[src/rtl/acc_mem_responder.sv]
// acc_mem_responder: 64x16 memory with a two-stage pipelined read port,
// accepted-write counter and a background clear sequencer.
module acc_mem_responder (
   input  logic        Clock,
   input  logic        Reset,
   input  logic [5:0]  Address,
   input  logic        ReadEnable,
   input  logic        WriteEnable,
   input  logic [15:0] WriteData,
   input  logic        ClearMem,
   output logic [15:0] ReadData,
   output logic        ReadValid,
   output logic        Busy,
   output logic        Conflict,
   output logic [6:0]  WriteCount
);
   typedef enum logic {IDLE, CLEARING} state_t;
   state_t state, state_nx;
   logic [15:0] mem [64];
   logic [5:0] clr_idx;
   logic [5:0] rd_addr;
   logic rd_pend;
   logic in_idle, wr_acc, rd_acc, conflict_nx, mem_we;
   logic [5:0] mem_addr;
   logic [15:0] mem_data;
   always_comb begin
      in_idle = state == IDLE;
      wr_acc = in_idle && WriteEnable;
      rd_acc = in_idle && ReadEnable && !WriteEnable;
      conflict_nx = in_idle ? (ReadEnable && WriteEnable) : (ReadEnable || WriteEnable);
      mem_we = !Reset && (wr_acc || !in_idle);
      mem_addr = in_idle ? Address : clr_idx;
      mem_data = in_idle ? WriteData : '0;
      state_nx = in_idle ? (ClearMem ? CLEARING : IDLE) : (clr_idx == 6'd63 ? IDLE : CLEARING);
   end
   always_ff @(posedge Clock)
      if (Reset) state <= IDLE;
      else state <= state_nx;
   // Storage has no reset so an aborted clear leaves untouched words intact.
   always_ff @(posedge Clock)
      if (mem_we) mem[mem_addr] <= mem_data;
   // The array is read a cycle after acceptance, so a write in that cycle stays invisible.
   always_ff @(posedge Clock)
      if (Reset) begin
         clr_idx <= '0;
         rd_pend <= 1'b0;
         rd_addr <= '0;
         ReadValid <= 1'b0;
         ReadData <= '0;
         Conflict <= 1'b0;
         WriteCount <= '0;
      end else begin
         clr_idx <= in_idle ? '0 : clr_idx + 6'd1;
         rd_pend <= rd_acc;
         rd_addr <= Address;
         ReadValid <= rd_pend;
         if (rd_pend) ReadData <= mem[rd_addr];
         Conflict <= conflict_nx;
         if (wr_acc && WriteCount != 7'd127) WriteCount <= WriteCount + 7'd1;
      end
   assign Busy = state == CLEARING;
endmodule
[config.mk]
export PLATFORM = sky130hd
export DESIGN_NAME = acc_mem_responder
export DESIGN_NICKNAME = d
export VERILOG_FILES = /design/src/rtl/acc_mem_responder.sv
export SDC_FILE = /design/constraint.sdc
export NUM_CORES = 1
export LEC_CHECK = 0
export BUFFER_PORTS_ARGS = -buffer_cell sky130_fd_sc_hd__buf_4
export CAP_MARGIN = 20
export CORE_ASPECT_RATIO = 1.5
export CORE_MARGIN = 2
export CORE_UTILIZATION = 55
export CTS_CLUSTER_DIAMETER = 30
export CTS_CLUSTER_SIZE = 24
export DETAILED_ROUTE_END_ITERATION = 10
export GPL_TIMING_DRIVEN = 1
export HOLD_SLACK_MARGIN = 0.05
export PLACE_DENSITY = 0.71
export SLEW_MARGIN = 30
export SYNTH_ARGS = -nofsm -noshare
export SYNTH_HDL_FRONTEND = slang
export SYNTH_SLANG_ARGS = --single-unit
[constraint.sdc]
create_clock -name Clock -period 9.5 [get_ports Clock]
set_input_delay 1.425 -clock Clock [delete_from_list [all_inputs] [get_ports Clock]]
set_output_delay 1.425 -clock Clock [all_outputs]
set_load 0.03 [all_outputs]
=== Word level (Yosys, flattened, before mapping) ===
Memories as Yosys holds them, arrays and structs flattened. A register that Yosys moved wholly into a read port is not among the register bits.
Cells that the tools add are included.

* Add/sub/neg operators: 2
* Equality and inequality tests: 2
* Multiplexer cells: 8
* Bitwise gates (word level): 1
* Reduce and logical (&&, ||, !) cells: 11

{| class="wikitable"
|+ Operators with widths
! kind !! number
|-
| $mux W16 || 1
|-
| $add A7 B1 Y7 const B || 1
|-
| $ne A7 B7 Y1 const B || 1
|-
| $add A6 B1 Y6 const B || 1
|-
| $eq A6 B6 Y1 const B || 1
|-
| $logic_and A1 B1 Y1 || 6
|-
| $mux W1 || 6
|-
| $mux W6 || 1
|-
| $logic_not A1 Y1 || 2
|-
| $logic_or A1 B1 Y1 || 2
|-
| $reduce_or A2 Y1 || 1
|-
| $not A1 Y1 || 1
|}

* Bits in registers: 23
* Memory bits (writable): 1,024
* Bits of input ports: 27
* Output and inout bits: 26
* Word-level logic and storage cells: 32
* Memories kept: 1

{| class="wikitable"
|+ Memories
! name !! depth !! width !! rd ports !! clocked after memory_dff !! wr ports !! line !! text
|-
| mem || 64 || 16 || 1 || 1 || 1 || 19 || <nowiki>logic [15:0] mem [64];</nowiki>
|}

=== Depth between registers and ports, before layout ===
* Depth after elaboration: 6
* Mapped depth: 9
* Gate-level depth less buffers: 6

=== Worst setup path before layout ===
OpenSTA, ideal clock, no wires.

* Kind: input to register
* Start point: in WriteData[10]
* End point: mem mem[0][10], data pin
* Setup time: 514 ps
* Arrival time: 3,022 ps
* Required time: 8,986 ps
* Path slack: 5,964 ps
* Cell stages on the path: 1
* Path buffers: 0
* Cell sequence: nor2b_1

* Longest elaborated chain between the ends: 1

{| class="wikitable"
|+ Ends and longest elaborated chain
! item !! line !! text
|-
| start: declaration || 9 || <nowiki>input logic [15:0] WriteData,</nowiki>
|-
| $mux W16 || 33 || <nowiki>mem_data = in_idle ? WriteData : '0;</nowiki>
|-
| end: declaration || 19 ||
|}

No other way between the ends.

==> flow_summary.toml <==
[cts]
cts_hold_buf = 0
cts_setup_buffers = 0
clk_pin_slew_ns = 0.06
h-tree-depth = 4
cts_buffers = 132
cts_sinks = 1063
clock_latency_ns = 0.73
cts_tree = "built"
cts_buffer_depth = 3
cts_root_buffer = "clkbuf_16"
cts_resized = 0

[pwr]
p_clk_share_pct = 47.1
combinationalPowerShare_pct = 4.6
finalPower_mw = 10.8
seq_power_share_pct = 48.3
switching_power_mw = 2.30
irDropWorstVdd_v = 0.000151
power.internal_mw = 8.47
power_density_nw_per_um2 = 225
p_leak_nw = 15.3
switching_share_pct = 21.4

[floorplan]
die_h_um = 339
die_w_um = 227
placementRows = 122
initial_utilization_pct = 55.7
io_pins = 53
die_area_sq_um = 77200
core_sq_um = 74000

[timing]
fin_ws_ns = 5.63
setup_viol = 0
fin_crit_ns = 3.87
fin_crit_sh_pct = 40.8
worstMarginPinSlew_ns = 1.14
fin_skew_ns = 0.0261
finalSetupTns_ns = 0
slew_headroom_pct = 23.5
fmax_mhz = 258
rsz0062_at_grt = "false"
finalMaxSlewViolations = 0
hold_viol_final = 0

[route]
drtPass1Iterations = 7
drtAntennaViolNets = 0
routedWlPerCell_um = 29.9
vias = 21700
first_iter_violations = 2463
via_per_inst = 6.34
drcViolationCount = 0
wl_um = 102000

[grt]
grt_pass1_wl_um = 149000
grt_start_max_net_pins = 147
grt_pass1_vias = 22100
grt_antenna_before_repair = 1
grt_use_total_pct = 27.2
overflow = 0

[synthesis]
ys_warn_count = 0
syn_inst = 2166
yosysSeqAreaShare_pct = 76.5
synth_area_leaders = "edfxtp_1 (75%), mux4_2 (7.0%), mux2_2 (5.0%)"
synth-main-ff-cell = "edfxtp_1"
post-synth-top-area-cell = "edfxtp_1"
synth_area_sq_um = 41200
synth_cell_types = 48
synth_seq_cells = 1063
synth_nets = 2195
synthTopCellsByCount = "edfxtp_1 (1024), mux2_2 (182), mux4_2 (128)"
synth.most_common_cell = "edfxtp_1"
synthArstFlopShare_pct = 0
yosysTopAreaCellShare_pct = 74.6
synth_edf_count = 1024
syn_area_per_cell_sq_um = 19.0

[layout]
multi_input_area_sq_um = 9280
antennaDiodeCount = 0
ff_latch_area_sq_um = 31500
n_fill_cell = 4800
post-route-cell-area_sq_um = 47800
syn_to_final_growth_pct = 16.0
nets = 2348
drive_gt1_share_pct = 30.3

[flow_run]
drv_cap = 0

[setup_path]
crit_arrival_ns = 4.43
r2r_cells = 7
start_kind = "register"
crit_path_start = "rd_addr[2]$_SDFF_PP0_"
r2r-start = "rd_addr[2]$_SDFF_PP0_"
crit_fanout = 145
crit_required_ns = 10.06
worstSetupPathType = "reg2reg"
end_kind = "register"

[min_path]
worstHoldPathType = "reg2reg"
min_path_cells = 2
hp-start = "clr_idx[5]$_SDFF_PP0_"

[placement]
place_congestion = 0.855
dpl_cell_area_sq_um = 43200
dp_hpwl_um = 58300
post-place-ws_ns = 5.73
port_buffers = 52

[status]
status = "finished clean"
==> cell usage in the layout (no fill, tap or decap), types with 12 or more instances in the layout <==
cell,n
nand2_1,27
mux4_2,128
bufinv_16,17
edfxtp_1,1024
clkinv_2,20
or3b_2,17
clkbuf_16,137
buf_4,141
a22o_1,66
nor2b_4,17
o21ai_0,69
a211oi_1,64
clkinv_1,13
o221ai_1,16
nor2_1,79
clkbuf_1,12
inv_6,13
nor2b_1,72
nor4_1,25
o22ai_1,65
nor3_1,64
dfxtp_1,36
mux2_2,182
==> layout make-up <==
| type | count | area share, % |
|---|---|---|
| multi-input cells | 968 | 19.4 |
| clock inverters | 90 | 2.18 |
| inverters | 6 | 0.0471 |
| repair buffers | 148 | 2.48 |
| well taps | 992 | 2.60 |
| flip-flops and latches | 1063 | 66.0 |
| clock buffers | 150 | 7.30 |
==> sequential cells by signal, indices dropped and copies added, names as in the netlist, 6 cells and up <==
| signal | cells |
|---|---|
| WriteCount | 7 |
| mem | 1024 |
| clr_idx | 6 |
| rd_addr | 6 |
| ReadData | 16 |
==> stage by stage <==
stage | utilization, % | instances | hold WS [ns]
after detailed placement | 58.4 | 3175 | 0.495
after floorplan | - | 2166 | 0.458
after CTS | 64.5 | 3415 | 0.502
after global placement | 58.3 | 3172 | 0.471
after global routing | 64.6 | 3417 | 0.537
final | 64.6 | 3417 | 0.508
==> metal layers <==
metal,vias up,routed length (um),GRT usage [%],share of wire (%)
met2,1026,52700,45.5,52
met1,11300,36700,34.1,36
met4,0,5390,13.4,5.3
met3,230,7390,5.16,7.2
met5,-,0,0,0
li1,9154,-,-,-
==> cell families (layout without fill, tap and decap cells) <==
group / after synthesis / count (layout) / synth area share [%]
AND/OR/NAND/NOR: 340 / 340 / 4.38
buffers and inverters: 135 / 394 / 1.53
AO/OA/AOI/OAI: 297 / 297 / 5.07
adder cells (fa/ha/maj): 2 / 2 / 0.0607
XOR/XNOR: 8 / 8 / 0.170
multiplexers: 321 / 321 / 12.3
flip-flops: 1063 / 1063 / 76.5
==> worst max-delay path, stage by stage (launching register included) <==
cell      delay, ns
dfxtp_4        0.66
buf_12         0.58
buf_12         0.59
mux2_2         0.40
o21ai_0        0.18
nor3_1         0.18
nor4_1         0.69
o221ai_1       0.21
==> worst paths after layout <==
| kind | end | slack [ns] |
|---|---|---|
| max reg2reg | ReadData[13]$_SDFFE_PP0P_ | 5.63 |
| max | ReadData[13]$_SDFFE_PP0P_ | 5.63 |
| min reg2reg | clr_idx[5]$_SDFF_PP0_ | 0.51 |
| min | clr_idx[5]$_SDFF_PP0_ | 0.51 |
==> power by group through the flow <==
| stage | Clock [mW] | Sequential [mW] | Combinational, mW |
|---|---|---|---|
| after floorplan | 0 | 5.30 | 0.285 |
| after global placement | 0 | 5.30 | 0.474 |
| after detailed placement | 0 | 5.30 | 0.492 |
| after CTS | 5.12 | 5.20 | 0.494 |
| after global routing | 5.31 | 5.20 | 0.520 |
| final | 5.08 | 5.20 | 0.495 |
Note: power is estimated with default switching activity, not from simulation.
